## src/rtl/noc_params_pkg.sv

```systemverilog
// Shared NoC router parameters: default flit width, default buffer depth,
// the flit type and a constant-evaluable ceil(log2) helper.
package noc_params;

  localparam int NOC_FLIT_WIDTH = 16;
  localparam int NOC_BUF_DEPTH  = 8;

  typedef logic [NOC_FLIT_WIDTH-1:0] flit_t;

  // ceil(log2(value)); returns 0 for value <= 1. Usable in parameter context.
  function automatic int noc_clog2(input int value);
    int result;
    int v;
    result = 0;
    v      = value - 1;
    while (v > 0) begin
      result = result + 1;
      v      = v >> 1;
    end
    return result;
  endfunction

endpackage

```

## src/rtl/flit_buffer.sv

```systemverilog
// Per-input-port flit FIFO for the NoC router.
// Circular buffer of DEPTH cells (any DEPTH >= 2), show-ahead head on data_o,
// occupancy count plus full/empty/almost-full flags for credit flow control.
// Optional build macro FLIT_BUFFER_ERR_EN adds sticky overflow_o/underflow_o.
module flit_buffer
  import noc_params::*;
#(
  parameter int FLIT_WIDTH     = NOC_FLIT_WIDTH,
  parameter int DEPTH          = NOC_BUF_DEPTH,
  parameter int ALMOST_FULL_TH = 6,
  localparam int CNT_W         = noc_clog2(DEPTH + 1),
  localparam int PTR_W         = (noc_clog2(DEPTH) > 1) ? noc_clog2(DEPTH) : 1
) (
  input  logic                  clk,
  input  logic                  rst,
  input  logic [FLIT_WIDTH-1:0] data_i,
  input  logic                  write_i,
  input  logic                  read_i,
  output logic [FLIT_WIDTH-1:0] data_o,
  output logic                  full_o,
  output logic                  empty_o,
  output logic                  almost_full_o,
  output logic [CNT_W-1:0]      count_o
`ifdef FLIT_BUFFER_ERR_EN
  ,
  output logic                  overflow_o,
  output logic                  underflow_o
`endif
);

  logic [FLIT_WIDTH-1:0] r_mem [DEPTH];
  logic [PTR_W-1:0]      r_rd_ptr;
  logic [PTR_W-1:0]      r_wr_ptr;
  logic [CNT_W-1:0]      r_count;

  logic w_full;
  logic w_empty;
  logic w_wr_ok;
  logic w_rd_ok;

  // Explicit wrap so non-power-of-two depths never step past the last cell.
  function automatic logic [PTR_W-1:0] ptr_inc(input logic [PTR_W-1:0] ptr);
    if (ptr == PTR_W'(DEPTH - 1)) begin
      return '0;
    end
    return ptr + PTR_W'(1);
  endfunction

  // Flags decode straight from the registered count so none of them lags it.
  // A write into a full buffer is allowed when the head is leaving the same
  // cycle; a read of an empty buffer is never allowed (no bypass path).
  always_comb begin
    w_full  = (r_count == CNT_W'(DEPTH));
    w_empty = (r_count == '0);
    w_wr_ok = write_i & (~w_full | read_i);
    w_rd_ok = read_i & ~w_empty;
  end

  assign full_o        = w_full;
  assign empty_o       = w_empty;
  assign almost_full_o = (r_count >= CNT_W'(ALMOST_FULL_TH));
  assign count_o       = r_count;
  assign data_o        = r_mem[r_rd_ptr];

  // Pointer and occupancy update; reset wins over any request that cycle.
  always_ff @(posedge clk) begin
    if (rst) begin
      r_rd_ptr <= '0;
      r_wr_ptr <= '0;
      r_count  <= '0;
    end else begin
      if (w_wr_ok) begin
        r_wr_ptr <= ptr_inc(r_wr_ptr);
      end
      if (w_rd_ok) begin
        r_rd_ptr <= ptr_inc(r_rd_ptr);
      end
      if (w_wr_ok && !w_rd_ok) begin
        r_count <= r_count + CNT_W'(1);
      end else if (!w_wr_ok && w_rd_ok) begin
        r_count <= r_count - CNT_W'(1);
      end
    end
  end

  // Flit storage: not reset, and never written while rst is high.
  always_ff @(posedge clk) begin
    if (!rst && w_wr_ok) begin
      r_mem[r_wr_ptr] <= data_i;
    end
  end

`ifdef FLIT_BUFFER_ERR_EN
  logic r_overflow;
  logic r_underflow;

  // Sticky error capture of refused requests; only rst clears them.
  always_ff @(posedge clk) begin
    if (rst) begin
      r_overflow  <= 1'b0;
      r_underflow <= 1'b0;
    end else begin
      if (write_i & w_full & ~read_i) begin
        r_overflow <= 1'b1;
      end
      if (read_i & w_empty) begin
        r_underflow <= 1'b1;
      end
    end
  end

  assign overflow_o  = r_overflow;
  assign underflow_o = r_underflow;
`else
  // Without error reporting, refused writes and reads are dropped silently.
`endif

endmodule

```

## config.mk

```make
export PLATFORM = sky130hd
export DESIGN_NAME = flit_buffer
export DESIGN_NICKNAME = d
export VERILOG_FILES = /design/src/rtl/noc_params_pkg.sv /design/src/rtl/flit_buffer.sv
export SDC_FILE = /design/constraint.sdc
export NUM_CORES = 1
export LEC_CHECK = 0
export CAP_MARGIN = 15
export CORE_UTILIZATION = 51
export CTS_BUF_LIST = sky130_fd_sc_hd__clkbuf_8
export CTS_CLUSTER_SIZE = 25
export DETAILED_ROUTE_END_ITERATION = 10
export PLACE_DENSITY = 0.8
export SYNTH_ARGS = -nofsm -noshare
export SYNTH_HDL_FRONTEND = slang
export SYNTH_SLANG_ARGS = --single-unit
```

## constraint.sdc

```tcl
create_clock -name clk -period 3.1 [get_ports clk]
set_input_delay 0.62 -clock clk [delete_from_list [all_inputs] [get_ports clk]]
set_output_delay 0.62 -clock clk [all_outputs]
set_load 0.01 [all_outputs]
```

After elaboration in Yosys (flattened, before gate mapping)
Memories as Yosys holds them, arrays and structs flattened. A register that Yosys moved wholly into a read port is not among the register bits.
Cells that the tools add are included.
- output and inout bits: 23
- logic and storage cells: 41
- memories kept: 1
- memory bits (writable): 128
- register bits after elaboration: 10
- equality and inequality tests: 3
- multiplexer cells: 16
- order comparisons: 1
- reduce and logical (&&, ||, !) cells: 8
- bitwise logic cells: 5
- add/subtract/negate cells: 4
- memories (memory ; words ; width ; rd ports ; clocked after memory_dff ; write ports ; line ; text):
    r_mem ; 8 ; 16 ; 1 ; 1 ; 1 ; flit_buffer.sv:31 ; logic [FLIT_WIDTH-1:0] r_mem [DEPTH];
- operator list (cell ; count):
    3-bit 2-to-1 mux ; 6
    1-bit 2-to-1 mux ; 8
    4-bit 2-to-1 mux ; 2
    3-bit by 1-bit adder with 3-bit output, second input constant ; 2
    3-bit == test, second input constant ; 2
    4-bit by 1-bit adder with 4-bit output, second input constant ; 1
    4-bit == test, second input constant ; 1
    4-bit by 3-bit greater-or-equal comparator with 1-bit output, second input constant ; 1
    4-bit zero test ; 1
    4-bit by 1-bit subtractor with 4-bit output, second input constant ; 1
    1-bit logical AND ; 3
    1-bit zero test ; 3
    1-bit bitwise AND ; 2
    1-bit NOT ; 2
    2-bit nonzero test ; 1
    1-bit OR ; 1

Logic depth before layout (Yosys ltp)
- depth after elaboration: 8
- gate-level depth with buffers: 10
- depth with buffers taken out: 10

Worst setup path before layout
No wires, ideal clock.
- path type: register to register
- start point: register r_count[0], in the netlist count_o[0]
- end point: memory r_mem[2][0] (netlist bit) (enable)
- path buffers: 0
- cell stages (with the launch flop): 4
- path slack: 0.220 ns
- arrival time: 2.449 ns
- clock period less this slack: 2.880 ns
- cells stage by stage: dfxtp_1 -> or4b_4 -> o21ai_4 -> nor4_1
- longest elaborated chain between the ends: 7
- ends and longest elaborated chain (item ; line ; text):
    start: declaration ; flit_buffer.sv:34 ; logic [CNT_W-1:0] r_count;
    start signal: assignment ; flit_buffer.sv:79 ; r_count <= r_count + CNT_W'(1);
    start signal: assignment ; flit_buffer.sv:81 ; r_count <= r_count - CNT_W'(1);
    4-bit == test ; flit_buffer.sv:53 ; w_full = (r_count == CNT_W'(DEPTH));
    1-bit NOT ; flit_buffer.sv:55 ; w_wr_ok = write_i & (~w_full | read_i);
    1-bit OR ; flit_buffer.sv:55 ;
    1-bit bitwise AND ; flit_buffer.sv:55 ;
    1-bit logical AND ; flit_buffer.sv:88 ; if (!rst && w_wr_ok) begin
    1-bit 2-to-1 mux ; flit_buffer.sv:88 ;
    1-bit 2-to-1 mux (not written as such) ; flit_buffer.sv:89 ; r_mem[r_wr_ptr] <= data_i;
    end: declaration ; flit_buffer.sv:31 ;
No other way between the ends.

==> summary by stage <==
Run status
The flow ran to the end, and the final reports show no timing, DRC or antenna violations.

Logic synthesis
After technology mapping, the gate count stands at 261. The post-synth net total is 289. The synthesized netlist occupies a cell area of 0.00550 mm2. The Yosys warning count is 0.

After synthesis, flip-flops and latches occupy ~75% of the total area. The top cell type's share of synthesized area is 69.8%. In this run, synthesis produced a sequential element count of 141. The mean cell area of the mapped netlist is around 21 um2. The largest area contributor in the synthesized netlist is sky130_fd_sc_hd__edfxtp_1. The number of unique standard cell types used by synthesis is 33.

Ranked by total cell area, the synthesized netlist is headed by sky130_fd_sc_hd__edfxtp_1, sky130_fd_sc_hd__mux4_2, sky130_fd_sc_hd__dfxtp_1, sky130_fd_sc_hd__mux2_2, sky130_fd_sc_hd__ha_1.

Power
The total power is 0.00449 W. The switching power total is 0.00114 W. The analysis attributes to cell leakage a power of roughly 2.1 nW. Of the total power, registers draw 49.1%. VDD sags by at most 424 uV.

The share of total power dissipated in the clock network is between 20% and 30%. Net switching is 25.4% of the power. The part of the total power dissipated in combinational logic is 23.7%.

In this run the power density over the cells is 685 mW/mm2. The internal power is 0.00334 W.

Floorplanning
The horizontal extent of the die is ~110 um. The number of primary I/O pins is 43. For this configuration, the core starts out at a cell density of 53.1%.

The total number of placement rows is 37. The area of the core is 0.0104 mm2. The total die area is 0.0112 mm2. The height of the die is 106 um.

Clock network
The CTS sink count is 141. The clock passes through at most 2 buffers. The clock tree synthesis step divided the H-tree into 4 levels. Counting the buffers created by CTS gives 17. The total of hold buffers inserted after clock tree synthesis is 0.

The worst-skew pair later-pin latency is 0.42 ns. The clock root buffer master is sky130_fd_sc_hd__clkbuf_8. In this run the post-CTS setup repair buffer count came out at 0. Once the clock tree was built, the resizer swapped 0 gates to a different size. Clock-pin slew was measured on the worst setup and hold paths at 0.07 ns. TritonCTS built the clock tree.

Layout
Summing all multi-input logic gate instances after layout gives 0.00137 mm2. The area growth from synthesis to layout is 18.9%. The count of inserted antenna diode cells is 0. In the final design database the tool counted approximately 350 nets. The post-route netlist has 31.4% of its cells at a drive strength greater than 1. The filler cells instantiated in the layout total 695. Across the whole layout, storage elements account for 0.00411 mm2.

Timing
The final period utilization is 96.4%. For the finished layout, the period the worst path requires is between 2 and 3 ns. On the final layout, the worst clock skew is approximately 0.0090 ns.

The number of pins with negative max-slew slack in the final report is 0. The maximum operating frequency is approximately 330 MHz. The number of hold-slack violations in the final timing report is 0. The worst-case headroom to the max-slew limit is 71.3%. The aggregate negative setup slack is 0 ns. For the pin with the worst max-slew slack, the measured transition is between 0.4 and 0.5 ns. Setup repair after global routing left no endpoint under its margin. Once routing completed, OpenROAD measured the worst setup slack at 0.113 ns. The number of setup violations in the final report is 0.

Drt
The pre-antenna-repair detailed-routing pass consisted of 4 iterations. The detailed router placed between 2000 and 3000 vias in this run. After detailed routing, the total wire length is roughly 9000 um. Using the TritonRoute via totals, the vias-per-cell ratio works out to 5.57. For this block, the initial DRC count from the detailed router was approximately 110. The number of nets still failing antenna checks after routing is 0. The routed length per instance is 19.0 um. After detailed routing, the number of remaining DRC violations is 0.

Setup path
The worst setup path is launched from a flip-flop. The worst setup path is captured at an output pin. The largest driver fanout on the critical path is 32. At the worst endpoint, the arrival time is 2.37 ns. At the worst endpoint, the required time is 2.48 ns.

The worst setup path is of the reg2out kind.

Global route
The total routing resource utilization after global routing is 18.0%. For this run the aggregate overflow at the end of global routing stands at 0. The first-pass GRT wire length is 14400 um.

The number of global-route vias before repair came to 2767. Entering global routing, the biggest net connects 33 pins. The number of antenna violations at the first check in global routing is 0.

Placed design
The count of buffers from port buffering is 42. The HPWL after detailed placement is 5360 um. At the end of routability-driven placement, the weighted congestion stood at around 0.8. Before CTS, the worst setup slack after placement is about 0.17 ns.

Min path
The worst hold-check path type is reg2reg.

Job
The max capacitance violation total is 0.
## worst max-delay path, cell delays in order, from the launching register on
cell and delay, ns:
sky130_fd_sc_hd__dfxtp_2 0.34, sky130_fd_sc_hd__buf_12 0.27, sky130_fd_sc_hd__mux4_2 0.55, sky130_fd_sc_hd__mux2_2 0.30, sky130_fd_sc_hd__clkdlybuf4s50_1 0.48
## flip-flops by register name, summed over array words and instances, names as in the netlist, named ones only
name and flops:
r_rd_ptr 3, count_o 4, r_mem 128, r_wr_ptr 3
## final cells by class
cell class	instances	area share [%]
Sequential cell	141	62.7
Clock buffer	19	4.00
Tap cell	136	2.60
Clock inverter	13	1.22
Multi-Input combinational cell	106	20.9
Timing Repair Buffer	56	8.41
Inverter	3	0.172
## cell families (layout without fill, tap and decap cells)
group           Yosys count  count (layout)  synth area share, %
flops                   141             141                 74.6
mux                      52              52                 17.1
simple gates             33              33                 3.05
buf+inv                  14              91                 1.18
compound gates           11              11                 1.80
fa+ha+maj                 8               8                 1.96
xor+xnor                  2               2                0.318
## synthesized netlist by cell type
master,n
sky130_fd_sc_hd__or3_1,2
sky130_fd_sc_hd__mux2i_1,3
sky130_fd_sc_hd__nand2_1,5
sky130_fd_sc_hd__ha_1,7
sky130_fd_sc_hd__nand2_2,1
sky130_fd_sc_hd__edfxtp_1,128
sky130_fd_sc_hd__buf_4,3
sky130_fd_sc_hd__a21o_1,1
sky130_fd_sc_hd__nor3_1,5
sky130_fd_sc_hd__xor2_1,1
sky130_fd_sc_hd__a211oi_1,1
sky130_fd_sc_hd__dfxtp_1,13
sky130_fd_sc_hd__buf_1,3
sky130_fd_sc_hd__a21oi_2,1
sky130_fd_sc_hd__buf_2,1
sky130_fd_sc_hd__inv_1,2
sky130_fd_sc_hd__a21oi_1,5
sky130_fd_sc_hd__o21ai_4,1
sky130_fd_sc_hd__nand2b_1,2
sky130_fd_sc_hd__nor2b_1,1
sky130_fd_sc_hd__nor4_1,3
sky130_fd_sc_hd__inv_2,1
sky130_fd_sc_hd__fa_1,1
sky130_fd_sc_hd__o41ai_4,1
sky130_fd_sc_hd__nand3_1,1
sky130_fd_sc_hd__mux4_2,32
sky130_fd_sc_hd__a31oi_1,1
sky130_fd_sc_hd__clkbuf_1,4
sky130_fd_sc_hd__mux2_2,17
sky130_fd_sc_hd__xnor2_1,1
sky130_fd_sc_hd__nand3b_1,1
sky130_fd_sc_hd__or4b_4,1
sky130_fd_sc_hd__nor2_1,11
## path summary, 6_finish.rpt
path | from | to | slack [ns] | cells past startpoint
hold reg to reg | r_rd_ptr[2]$_SDFFE_PP0P_ | r_rd_ptr[2]$_SDFFE_PP0P_ | 0.56 | 2
setup / recovery | flip-flop | data_o[12] | 0.11 | 4
setup reg to reg | count_o[3]$_SDFFE_PP0P_ | count_o[3]$_SDFFE_PP0P_ | 0.35 | 10
hold / removal | r_rd_ptr[2]$_SDFFE_PP0P_ | r_rd_ptr[2]$_SDFFE_PP0P_ | 0.56 | 2
## layout by cell type (no fill, tap or decap), types with 2 or more instances in the layout
master and instances:
sky130_fd_sc_hd__nand2_1 5, sky130_fd_sc_hd__mux4_2 32, sky130_fd_sc_hd__nor2_1 11, sky130_fd_sc_hd__mux2_2 17, sky130_fd_sc_hd__nand2b_1 2, sky130_fd_sc_hd__a21oi_1 5
sky130_fd_sc_hd__or3_1 2, sky130_fd_sc_hd__clkdlybuf4s50_1 42, sky130_fd_sc_hd__clkbuf_8 19, sky130_fd_sc_hd__clkinv_2 4, sky130_fd_sc_hd__inv_1 4, sky130_fd_sc_hd__buf_12 2
sky130_fd_sc_hd__buf_4 12, sky130_fd_sc_hd__clkinvlp_4 7, sky130_fd_sc_hd__dfxtp_1 12, sky130_fd_sc_hd__mux2i_1 3, sky130_fd_sc_hd__nor4_2 2, sky130_fd_sc_hd__edfxtp_1 128
sky130_fd_sc_hd__ha_1 7, sky130_fd_sc_hd__nor3_2 4
## power groups by stage
| stage | registers [W] | logic, W | clock network (W) |
|---|---|---|---|
| after detailed placement | 0.00225 | 0.00108 | 0 |
| after global placement | 0.00224 | 0.00106 | 0 |
| final | 0.00220 | 0.00106 | 0.00122 |
| after global routing | 0.00221 | 0.00115 | 0.00133 |
| after floorplan | 0.00225 | 0.000674 | 0 |
| after CTS | 0.00221 | 0.00109 | 0.00125 |
## per-layer routing
| metal | GRT usage, % | part of all wire, % |
|---|---|---|
| met1 | 22.7 | 42 |
| met2 | 29.5 | 51 |
| met3 | 5.07 | 5.6 |
| met4 | 7.34 | 1.2 |
| met5 | 0 | 0 |
## through the flow
step | instances | area [um2] | hold slack [ns] | util (%)
2_1_floorplan | 261 | 5500 | 0.495 | -
3_3_place_gp | 442 | 6200 | 0.543 | 59.8
3_5_place_dp | 442 | 6200 | 0.556 | 59.8
4_1_cts | 474 | 6550 | 0.567 | 63.1
5_1_grt | 474 | 6550 | 0.596 | 63.1
6_report | 474 | 6550 | 0.558 | 63.1
(Power assumes the default switching activity.)
